File: src/rtl/noc_pkg.sv
// Shared NoC flit encoding, widths and NI state type.
// Used by the NI packetizer and the router switch controller.
package noc_pkg;

  localparam int FLIT_W = 8;
  localparam int NODE_W = 2;

  localparam logic [5:0]        HEAD_TAG  = 6'b111111;
  localparam logic [1:0]        BODY_TAG  = 2'b10;
  localparam logic [1:0]        TAIL_TAG  = 2'b01;
  localparam logic [FLIT_W-1:0] IDLE_FLIT = 8'h00;

  typedef enum logic [1:0] {
    IDLE,
    HEAD,
    BODY,
    WAIT
  } ni_state;

  function automatic logic [FLIT_W-1:0] data_flit(
    input logic       last,
    input logic [5:0] d
  );
    return {last ? TAIL_TAG : BODY_TAG, d};
  endfunction

endpackage

File: src/rtl/ni_packetizer_if.sv
// Core-side request/payload handshakes and router-side flit port
// of the NI packetizer; master = core/router side, slave = packetizer.
interface ni_packetizer_if #(
  parameter int LEN_W = 4
);
  import noc_pkg::*;

  logic              pkt_valid;
  logic              pkt_ready;
  logic [NODE_W-1:0] pkt_dest;
  logic [LEN_W-1:0]  pkt_len;
  logic              data_valid;
  logic              data_ready;
  logic [5:0]        data_in;
  logic              noc_ready;
  logic [FLIT_W-1:0] flit_out;
  logic              busy;
  logic              pkt_done;
  logic              len_err;

  modport master (
    output pkt_valid, pkt_dest, pkt_len,
    output data_valid, data_in, noc_ready,
    input  pkt_ready, data_ready, flit_out,
    input  busy, pkt_done, len_err
  );

  modport slave (
    input  pkt_valid, pkt_dest, pkt_len,
    input  data_valid, data_in, noc_ready,
    output pkt_ready, data_ready, flit_out,
    output busy, pkt_done, len_err
  );

endinterface

File: src/rtl/ni_packetizer.sv
// NI injection stage: serialises requests into head/body/tail flits.
// Optional NI_PKT_CNT_EN adds a 16-bit completed-packet counter.
module ni_packetizer
  import noc_pkg::*;
#(
  parameter int LEN_W   = 4,
  parameter int MAX_LEN = 15
) (
  input  logic clk,
  input  logic rst,
  ni_packetizer_if.slave bus
`ifdef NI_PKT_CNT_EN
  ,
  output logic [15:0] pkt_cnt
`endif
);

  ni_state           state, state_n;
  logic [LEN_W-1:0]  rem, rem_n;
  logic [FLIT_W-1:0] flit, flit_n;
  logic              busy_q, busy_n;
  logic              done_q, done_n;
  logic              err_q, err_n;
  logic              accept;
  logic              len_ok;

  assign accept = (flit != IDLE_FLIT) && bus.noc_ready;
  assign len_ok = (bus.pkt_len != '0) &&
                  (int'(bus.pkt_len) <= MAX_LEN);

  always_comb begin
    state_n        = state;
    rem_n          = rem;
    flit_n         = flit;
    busy_n         = busy_q;
    done_n         = 1'b0;
    err_n          = 1'b0;
    bus.pkt_ready  = 1'b0;
    bus.data_ready = 1'b0;
    unique case (state)
      IDLE: begin
        bus.pkt_ready = 1'b1;
        if (bus.pkt_valid) begin
          if (len_ok) begin
            rem_n   = bus.pkt_len;
            flit_n  = {HEAD_TAG, bus.pkt_dest};
            busy_n  = 1'b1;
            state_n = HEAD;
          end else begin
            err_n = 1'b1;
          end
        end
      end
      HEAD, BODY: begin
        bus.data_ready = bus.noc_ready && (rem != '0);
        if (accept) begin
          if (rem == '0) begin
            flit_n  = IDLE_FLIT;
            busy_n  = 1'b0;
            done_n  = 1'b1;
            state_n = IDLE;
          end else if (bus.data_valid) begin
            flit_n  = data_flit(rem == LEN_W'(1), bus.data_in);
            rem_n   = rem - LEN_W'(1);
            state_n = BODY;
          end else begin
            flit_n  = IDLE_FLIT;
            state_n = WAIT;
          end
        end
      end
      WAIT: begin
        bus.data_ready = 1'b1;
        if (bus.data_valid) begin
          flit_n  = data_flit(rem == LEN_W'(1), bus.data_in);
          rem_n   = rem - LEN_W'(1);
          state_n = BODY;
        end
      end
      default: ;
    endcase
  end

  always_ff @(posedge clk or posedge rst) begin
    if (rst) begin
      state  <= IDLE;
      rem    <= '0;
      flit   <= IDLE_FLIT;
      busy_q <= 1'b0;
      done_q <= 1'b0;
      err_q  <= 1'b0;
    end else begin
      state  <= state_n;
      rem    <= rem_n;
      flit   <= flit_n;
      busy_q <= busy_n;
      done_q <= done_n;
      err_q  <= err_n;
    end
  end

  assign bus.flit_out = flit;
  assign bus.busy     = busy_q;
  assign bus.pkt_done = done_q;
  assign bus.len_err  = err_q;

`ifdef NI_PKT_CNT_EN
  always_ff @(posedge clk or posedge rst) begin
    if (rst) begin
      pkt_cnt <= '0;
    end else if (done_q) begin
      pkt_cnt <= pkt_cnt + 16'd1;
    end
  end
`endif

endmodule
File: src/flat_wrapper.sv
// flat-port wrapper written by rule: the top's interface ports become plain ports
module ni_packetizer_flat import noc_pkg::*;
#(
  parameter int LEN_W   = 4,
  parameter int MAX_LEN = 15
)
  (clk, rst, bus_pkt_valid, bus_pkt_dest, bus_pkt_len, bus_data_valid, bus_data_in, bus_noc_ready, bus_pkt_ready, bus_data_ready, bus_flit_out, bus_busy, bus_pkt_done, bus_len_err);
  ni_packetizer_if #(.LEN_W(LEN_W)) bus_i ();
  input  logic clk;
  input  logic rst;
  input wire logic [$bits(bus_i.pkt_valid)-1:0] bus_pkt_valid;
  input wire logic [$bits(bus_i.pkt_dest)-1:0] bus_pkt_dest;
  input wire logic [$bits(bus_i.pkt_len)-1:0] bus_pkt_len;
  input wire logic [$bits(bus_i.data_valid)-1:0] bus_data_valid;
  input wire logic [$bits(bus_i.data_in)-1:0] bus_data_in;
  input wire logic [$bits(bus_i.noc_ready)-1:0] bus_noc_ready;
  output wire logic [$bits(bus_i.pkt_ready)-1:0] bus_pkt_ready;
  output wire logic [$bits(bus_i.data_ready)-1:0] bus_data_ready;
  output wire logic [$bits(bus_i.flit_out)-1:0] bus_flit_out;
  output wire logic [$bits(bus_i.busy)-1:0] bus_busy;
  output wire logic [$bits(bus_i.pkt_done)-1:0] bus_pkt_done;
  output wire logic [$bits(bus_i.len_err)-1:0] bus_len_err;
  assign bus_i.pkt_valid = bus_pkt_valid;
  assign bus_i.pkt_dest = bus_pkt_dest;
  assign bus_i.pkt_len = bus_pkt_len;
  assign bus_i.data_valid = bus_data_valid;
  assign bus_i.data_in = bus_data_in;
  assign bus_i.noc_ready = bus_noc_ready;
  assign bus_pkt_ready = bus_i.pkt_ready;
  assign bus_data_ready = bus_i.data_ready;
  assign bus_flit_out = bus_i.flit_out;
  assign bus_busy = bus_i.busy;
  assign bus_pkt_done = bus_i.pkt_done;
  assign bus_len_err = bus_i.len_err;
  ni_packetizer #(.LEN_W(LEN_W), .MAX_LEN(MAX_LEN)) u_core (.clk(clk), .rst(rst), .bus(bus_i));
endmodule
File: config.mk
export PLATFORM = sky130hd
export DESIGN_NAME = ni_packetizer_flat
export DESIGN_NICKNAME = d
export VERILOG_FILES = /design/src/rtl/noc_pkg.sv /design/src/rtl/ni_packetizer_if.sv /design/src/rtl/ni_packetizer.sv /design/src/flat_wrapper.sv
export SDC_FILE = /design/constraint.sdc
export NUM_CORES = 1
export LEC_CHECK = 0
export CORE_AREA = 2 2 51 53
export DETAILED_ROUTE_END_ITERATION = 10
export DIE_AREA = 0 0 53 55
export PLACE_DENSITY = 0.74
export SLEW_MARGIN = 20
export SYNTH_ARGS = -nofsm -noshare
export SYNTH_HDL_FRONTEND = slang
export SYNTH_SLANG_ARGS = --single-unit
File: constraint.sdc
create_clock -name clk -period 5.2 [get_ports clk]
set_input_delay 1.56 -clock clk [delete_from_list [all_inputs] [get_ports clk]]
set_output_delay 1.56 -clock clk [all_outputs]
set_load 0.05 [all_outputs]
==> flow_summary.toml <==
[run_status]
status = "completed"

[drt]
drt_pass1_iterations = 4
postRouteAntennaNets = 0
via_per_inst = 5.52
drtIter0Drc = 9
vias = 916
drt-total-wl_mm = 2.38
wl_per_cell_microns = 14.4
drc_errors = 0

[timing]
worst_slew_pin_slew_ps = 794
finalHoldViolCount = 0
finalMaxSlewViolations = 0
relSlewSlack_pct = 47.1
period_share_pct = 88.9
timing.fmax_ghz = 0.216
rsz0062_at_grt = "false"
period_minus_slack_ps = 4620
setup_tns_ps = 0
skew_ps = 11.8
finalSetupViolations = 0

[logic_synthesis]
syn_nets = 127
syn_area_per_cell_sq_um = 9.53
yosysSeqAreaShare_pct = 42.1
synthesis.area_sq_mm = 0.00101
ys_warn_count = 0
yosys_most_used_dff = "dfrtp_1"
ys_types = 33
synth_cells = 106
ys_async_sr_fraction_pct = 100
synth_edf_count = 0
synth-seq-cells = 17

[critical_path]
end_kind = "output pin"
cp.required_ps = 3640
start_kind = "input pin"
critical_path_class = "in -> out"
critPathMaxFanout = 4
cp.arrival_ps = 3060

[floorplanning]
die_area_sq_mm = 0.00292
rows = 18
die_w_microns = 53
ios = 30
die_h_microns = 55
core_region_area_sq_mm = 0.00236
start_util_pct = 42.7

[cts]
hold_buffers = 0
htree_levels = 1
insertion_delay_ps = 290
cts_tree = "done"
cts.sinks = 17
cts_buffer_depth = 2
cts_made_buffers = 3
cts-resized-gates = 0
path_clk_slew_ps = 100
root_buffer = "clkbuf_4"
post_cts_buffers = 0

[cells_and_area]
fin_cells = 166
final_common_cell = "clkdlybuf4s50_1"
design_area_sq_mm = 0.00135
seq_area_sq_um = 425
drive_gt1_share_pct = 6.62
layout_common_cells = "clkdlybuf4s50_1, dfrtp_1, inv_1"
multi_input_area_sq_um = 509
fillers = 228
fin_nets = 158
num_antenna_cells = 0
syn2layout_area_growth_pct = 33.6

[pwr]
p_total_mw = 1.01
p_leak_nw = 0.600
ir_drop_mv = 0.435
power.density_mw_per_mm2 = 749

[job]
drv_cap = 0

[place]
portBuffers = 29
gp_congestion = 0.818
placed_cells = 162
dpl.hpwl_mm = 1.80
dpl_cell_area_sq_mm = 0.00132

[min_path]
hp-class = "reg -> reg"

[global_route]
grt_max_degree = 24
gr-total-overflow = 0
grt_pass1_wl_mm = 3.86
grt_use_total_pct = 17.8
grt_pass1_vias = 890
antenna_found_initial = 0
-- registers in the layout, summed over array words and instances, names as in the netlist --
name                 flops
u_core.state             2
u_core.bus.len_err       1
u_core.bus.busy          1
u_core.bus.pkt_done      1
u_core.rem               4
u_core.bus.flit_out      8
-- through the flow --
step / util [%] / worst slack, ps / hold slack (ps)
finish: 57.0 / 577 / 539
global route: 57.0 / 508 / 567
CTS: 57.0 / 565 / 538
detailed placement: 55.9 / 566 / 509
global placement: 55.9 / 581 / 518
floorplan: - / 1360 / 478
-- critical path: stages --
cell             delay, ps
clkdlybuf4s50_1        510
a31oi_1                 90
nor2_1                  90
clkdlybuf4s50_1        810
-- cell usage after synthesis, types with 2 or more instances --
| master | number | share of area (%) |
|---|---|---|
| nor2_1 | 8 | 3.0 |
| o2bb2ai_1 | 4 | 3.5 |
| clkbuf_1 | 2 | 0.74 |
| a31oi_1 | 3 | 1.9 |
| nand3_1 | 2 | 0.99 |
| nor4_1 | 3 | 1.9 |
| a21oi_1 | 10 | 5.0 |
| o2111ai_1 | 2 | 1.7 |
| mux2_2 | 3 | 3.3 |
| mux2i_1 | 6 | 5.9 |
| ha_1 | 4 | 5.0 |
| inv_1 | 16 | 5.9 |
| dfrtp_1 | 17 | 42 |
| a31o_1 | 2 | 1.7 |
| nand2_1 | 5 | 1.9 |
| and2_1 | 2 | 1.2 |
-- worst paths after layout --
kind                                       from                   to  slack (ps)  cells after the start
worst max-delay path              bus_noc_ready       bus_data_ready         580                      4
worst min-delay path              u_core.rem[1]        u_core.rem[1]         540                      1
worst max register to register  u_core.state[0]      u_core.state[1]        2580                      5
worst min register to register    u_core.rem[1]        u_core.rem[1]         540                      1
max in group asynchronous                   rst        u_core.rem[0]        3110                      2
min in group asynchronous                   rst  u_core.bus.pkt_done        1650                      2
-- kinds of logic after synthesis --
family | count (synthesis) | share of synthesized area, %
adder cells (fa/ha/maj) | 4 | 4.96
multiplexers | 9 | 9.29
flip-flops | 17 | 42.1
buffers and inverters | 19 | 7.44
AO/OA/AOI/OAI | 27 | 19.6
AND/OR/NAND/NOR | 30 | 16.6
-- where the power goes --
part	internal, mW	switching (mW)	total, mW
clock	0.0297	0.0426	0.0723
combinational	0.275	0.414	0.689
sequential	0.196	0.0530	0.249
-- per-layer routing --
metal	vias up	routed length (microns)	part of all wire [%]	track usage, %
li1	445	-	-	-
met1	443	1090	46	22.8
met2	26	1170	49	31.9
met3	2	113	4.7	2.69
met4	0	8	0.34	3.85
met5	-	0	0	0
-- area by class of cell --
type                            instances  area share, %
Timing Repair Buffer                   29           21.5
Clock buffer                            4           1.95
Inverter                               16           4.45
Multi-Input combinational cell         70           37.8
Sequential cell                        17           31.5
Tap cell                               30           2.78
Power figures use the tool's default switching activity.
